$ cat src/rtl/frame_buf_ring_sel.sv
// Frame-buffer ring selector: hands out write/read buffer indices for NUM_BUFS
// SRAM frame buffers arranged in a ring, in FIFO or latest-frame mode.
// Optional statistics counters are built when FRAME_BUF_STATS_EN is defined.
module frame_buf_ring_sel #(
    parameter int unsigned NUM_BUFS    = 3,
    parameter bit          LATEST_ONLY = 1'b0,
    parameter int unsigned IDX_W       = $clog2(NUM_BUFS)
) (
    input  logic             clk,
    input  logic             rst,
    input  logic             wr_done,
    input  logic             rd_swap,
    output logic [IDX_W-1:0] wr_idx,
    output logic [IDX_W-1:0] rd_idx,
    output logic             wr_ready,
    output logic [IDX_W-1:0] ready_cnt,
    output logic             rd_repeat,
    output logic             wr_err
`ifdef FRAME_BUF_STATS_EN
    ,
    output logic [15:0]      repeat_total,
    output logic [15:0]      skip_total,
    output logic [15:0]      err_total
`endif
);

    localparam logic [IDX_W-1:0] LAST = IDX_W'(NUM_BUFS - 1);

    // Explicit compare-and-wrap so non-power-of-2 ring sizes work.
    function automatic logic [IDX_W-1:0] wrap_inc(input logic [IDX_W-1:0] v);
        return (v == LAST) ? '0 : v + IDX_W'(1);
    endfunction

    function automatic logic [IDX_W-1:0] wrap_dec(input logic [IDX_W-1:0] v);
        return (v == '0) ? LAST : v - IDX_W'(1);
    endfunction

    logic [IDX_W-1:0] rd_idx_q, rd_idx_d;
    logic [IDX_W-1:0] wr_idx_q, wr_idx_d;
    logic [IDX_W-1:0] ready_cnt_q, ready_cnt_d;
    logic             wr_ready_q, wr_ready_d;
    logic             rd_repeat_q, rd_repeat_d;
    logic             wr_err_q, wr_err_d;
    logic             wr_accept;
    logic             rd_take;

    // Next-state: swap decisions use the pre-update ready_cnt, so a frame
    // finishing this cycle only becomes visible at the following swap.
    always_comb begin
        wr_accept   = wr_done & wr_ready_q;
        rd_take     = rd_swap & (ready_cnt_q != '0);
        rd_idx_d    = rd_idx_q;
        wr_idx_d    = wr_idx_q;
        ready_cnt_d = ready_cnt_q;

        if (wr_accept) begin
            wr_idx_d = wrap_inc(wr_idx_q);
        end

        if (rd_take) begin
            if (LATEST_ONLY) begin
                // Newest completed frame sits just behind the pre-update writer.
                rd_idx_d    = wrap_dec(wr_idx_q);
                ready_cnt_d = wr_accept ? IDX_W'(1) : '0;
            end else begin
                rd_idx_d    = wrap_inc(rd_idx_q);
                ready_cnt_d = wr_accept ? ready_cnt_q : ready_cnt_q - IDX_W'(1);
            end
        end else if (wr_accept) begin
            ready_cnt_d = ready_cnt_q + IDX_W'(1);
        end

        wr_ready_d  = (ready_cnt_d != LAST);
        rd_repeat_d = rd_swap & (ready_cnt_q == '0);
        wr_err_d    = wr_done & ~wr_ready_q;
    end

    // Core state registers; reset discards all queued frames.
    always_ff @(posedge clk or posedge rst) begin
        if (rst) begin
            rd_idx_q    <= '0;
            wr_idx_q    <= IDX_W'(1);
            ready_cnt_q <= '0;
            wr_ready_q  <= 1'b1;
            rd_repeat_q <= 1'b0;
            wr_err_q    <= 1'b0;
        end else begin
            rd_idx_q    <= rd_idx_d;
            wr_idx_q    <= wr_idx_d;
            ready_cnt_q <= ready_cnt_d;
            wr_ready_q  <= wr_ready_d;
            rd_repeat_q <= rd_repeat_d;
            wr_err_q    <= wr_err_d;
        end
    end

    assign rd_idx    = rd_idx_q;
    assign wr_idx    = wr_idx_q;
    assign ready_cnt = ready_cnt_q;
    assign wr_ready  = wr_ready_q;
    assign rd_repeat = rd_repeat_q;
    assign wr_err    = wr_err_q;

`ifdef FRAME_BUF_STATS_EN
    logic [15:0] repeat_total_q, skip_total_q, err_total_q;
    logic [15:0] skip_inc;

    function automatic logic [15:0] sat_add(input logic [15:0] a, input logic [15:0] b);
        logic [16:0] s;
        s = {1'b0, a} + {1'b0, b};
        return s[16] ? 16'hFFFF : s[15:0];
    endfunction

    // Frames jumped over by a latest-mode swap: all queued but the newest.
    always_comb begin
        skip_inc = '0;
        if (LATEST_ONLY && rd_take) begin
            skip_inc = 16'(ready_cnt_q) - 16'd1;
        end
    end

    // Saturating event counters.
    always_ff @(posedge clk or posedge rst) begin
        if (rst) begin
            repeat_total_q <= '0;
            skip_total_q   <= '0;
            err_total_q    <= '0;
        end else begin
            repeat_total_q <= sat_add(repeat_total_q, {15'd0, rd_repeat_d});
            skip_total_q   <= sat_add(skip_total_q, skip_inc);
            err_total_q    <= sat_add(err_total_q, {15'd0, wr_err_d});
        end
    end

    assign repeat_total = repeat_total_q;
    assign skip_total   = skip_total_q;
    assign err_total    = err_total_q;
`endif

endmodule

$ cat config.mk
export PLATFORM = sky130hd
export DESIGN_NAME = frame_buf_ring_sel
export DESIGN_NICKNAME = d
export VERILOG_FILES = /design/src/rtl/frame_buf_ring_sel.sv
export SDC_FILE = /design/constraint.sdc
export NUM_CORES = 1
export LEC_CHECK = 0
export ABC_AREA = 1
export BUFFER_PORTS_ARGS = -buffer_cell sky130_fd_sc_hd__buf_2
export CAP_MARGIN = 5
export CORE_AREA = 8 8 45 47
export CTS_BUF_LIST = sky130_fd_sc_hd__clkbuf_4 sky130_fd_sc_hd__clkbuf_8 sky130_fd_sc_hd__clkbuf_16
export DETAILED_ROUTE_END_ITERATION = 6
export DIE_AREA = 0 0 53 55
export PLACE_DENSITY_LB_ADDON = 0.12
export SYNTH_ARGS = -nofsm -noshare
export SYNTH_HDL_FRONTEND = slang
export SYNTH_SLANG_ARGS = --single-unit
export TNS_END_PERCENT = 100
$ cat constraint.sdc
create_clock -name clk -period 1.3 [get_ports clk]
set_clock_uncertainty 0.1 [all_clocks]
set_input_delay 0.13 -clock clk [delete_from_list [all_inputs] [get_ports clk]]
set_output_delay 0.13 -clock clk [all_outputs]
set_load 0.1 [all_outputs]
==> results.cfg <==
[status]
status = complete, but fails checks
violations = negative setup slack

[sta]
worst-slew-pin-transition_ns = 0.485
setup_viol = 1
rsz0062_at_grt = yes
hold_viol_final = 0
fmax_mhz = 755
period_minus_slack_ns = 1.32
drv_slew = 0
layout_setup_ws_ns = -0.0240
slew_headroom_pct = 67.9
fin_crit_sh_pct = 102

[yosys]
ys.flop_type = dfrtp_1
synthArstFlopShare_pct = 100
netlist_top_cells_count = 10 x inv_1, 7 x dfrtp_1, 7 x nand2_2
yosysWarnings = 0
seq_area_frac_synth_pct = 48.7
synth_edf_count = 0
syn_inst = 50
synth.distinct_cells = 16
syn_avg_cell_area_um2 = 9.36
synth_seq_cells = 9
syn_nets = 55
synth_area_leader_cell = dfrtp_1
yosysMostFrequentCell = inv_1
synth_area_leaders = dfrtp_1 37%, dfstp_2 11%, nand2_2 9.4%
yosysTopAreaCellShare_pct = 37.4
synth_area_um2 = 468

[worst_setup_path]
cp.arrival_ns = 1.09
critical_path_class = reg -> out
cp_top_family = flip-flops
crit_slowest_cell = dfstp_4
cp-start-kind = register
end_kind = output pin
rr_endpoint = wr_ready
r2r_slack_ns = 0.05
path_buf_inv = 1
cpPeakStageDelay_ns = 0.65
crit_required_ns = 1.07
crit_chain = buf_12
r2r_cells = 6
crit_path_max_fanout = 4
r2r_start = ready_cnt[0]

[global_route]
grt_pass1_vias = 402
overflow = 0
grt_max_degree = 10
grt_first_pass_wirelength_mm = 1.70
antenna_found_initial = 0
gr-usage-all-layers_pct = 8.19

[drt]
wl_per_cell_um = 11.4
via_per_inst = 4.49
num_vias = 409
drtIter0Drc = 1
drcViolationCount = 0
finalWirelength_mm = 1.04
dr.pass1.iters = 2
detail-route-antenna-nets = 0

[final_layout]
syn_to_final_growth_pct = 73.8
drive_above_1_share_pct = 68.0
stdcell_area_um2 = 813
nFillCells = 129
fin_util_pct = 58.8
diodes = 0
nets = 81

[clock_tree]
cts_buffers = 3
insertion_delay_ns = 0.27
clockRootBuffer = clkbuf_4
h-tree-depth = 1
cts_tree = built
cts.repair.resized = 0
clk_pin_slew_ns = 0.06
clock_path_buffers = 2
cts.sinks = 9

[floorplanning]
start_util_pct = 33.8
die_area_um2 = 2920
die_y_um = 55
boundaryPins = 13
rows = 14
core_um2 = 1380
die_w_um = 53

[placed_design]
post_dp_cell_area_um2 = 718
io_buffers = 12
hpwl_um = 779
gp_congestion = 0.766

[min_path]
hold_class = in -> reg
whs_path_depth = 3
min_to = wr_err
min-delay-start = wr_done

[flow_run]
drv_cap = 0
-- cells in the final DEF (no fill, tap or decap), drive strengths merged --
cell / n
nand3: 8
dlygate4sd3: 2
buf: 19
clkbuf: 4
dfstp: 2
a21oi: 2
nand2: 12
o21ai: 3
nor2: 2
ha: 1
inv: 11
clkinv: 1
o21a: 1
dfrtp: 7
-- kinds of logic (layout without fill, tap and decap cells) --
family          count (synthesis)  in the layout  synth area share (%)
compound gates                  6              6                  6.95
simple gates                   22             22                  31.0
fa+ha+maj                       1              1                  2.67
buf+inv                        12             37                  10.7
flops                           9              9                  48.7
-- worst register-to-register path, stage by stage, from the launching register on --
cell	delay, ns
dfrtp_4	0.51
inv_4	0.08
ha_4	0.20
nand2_1	0.08
nand3_2	0.09
nand2_2	0.09
nand2_2	0.05
-- worst max path at each step --
stage | start | to | slack [ns] | depth (start not counted)
3_5_place_dp | ready_cnt[1] | wr_ready | 0.05 | 8
3_3_place_gp | ready_cnt[1] | wr_ready | 0.06 | 8
4_1_cts | wr_ready | wr_ready | -0.03 | 1
2_1_floorplan | ready_cnt[0] | rd_idx[0] | -0.12 | 5
6_report | wr_ready | wr_ready | -0.02 | 1
5_1_grt | wr_ready | wr_ready | -0.04 | 1
-- cell type report --
cell class                 instances  area (um^2)  area share [%]
inverter                          12         55.1            6.77
multi-input combinational         29          214            26.3
clock buffer                       4         30.0            3.69
sequential                         9          241            29.7
tap                               16         20.0            2.46
timing repair buffer              21          253            31.1
-- flip-flops by register name (all words and copies together), names as in the netlist --
signal	flops
rd_idx	2
ready_cnt	2
wr_err	1
wr_ready	1
wr_idx	2
rd_repeat	1
-- repair_timing --
action                                  in CTS  in global routing
endpoints found under the setup margin       2                  4
endpoints found under the hold margin        8                  0
pin swaps                                    0                  0
buffers inserted                             1                  6
hold buffers                                 2                  0
-- per-stage QoR --
step	hold WS, ns	setup slack (ns)	TNS (ns)	instances
finish	0.0318	-0.0240	-0.0240	91
global route	0.0478	-0.0403	-0.0403	91
CTS	0.0342	-0.0265	-0.0265	85
detailed placement	0.0178	0.0508	0	79
global placement	0.0127	0.0609	0	79
floorplan	-0.144	-0.117	-0.350	50
-- per-layer routing --
layer	vias to the layer above	routed length [um]	part of all wire [%]	track usage (%)
li1	205	-	-	-
met1	190	407	39	7.42
met2	9	525	50	14.3
met3	5	76	7.3	3.48
met4	0	32	3.1	6.47
met5	-	0	0	0
Power is left out: the tool's default activity adds up to more than one toggle a clock period on the data nets, which glitch-free logic cannot reach.
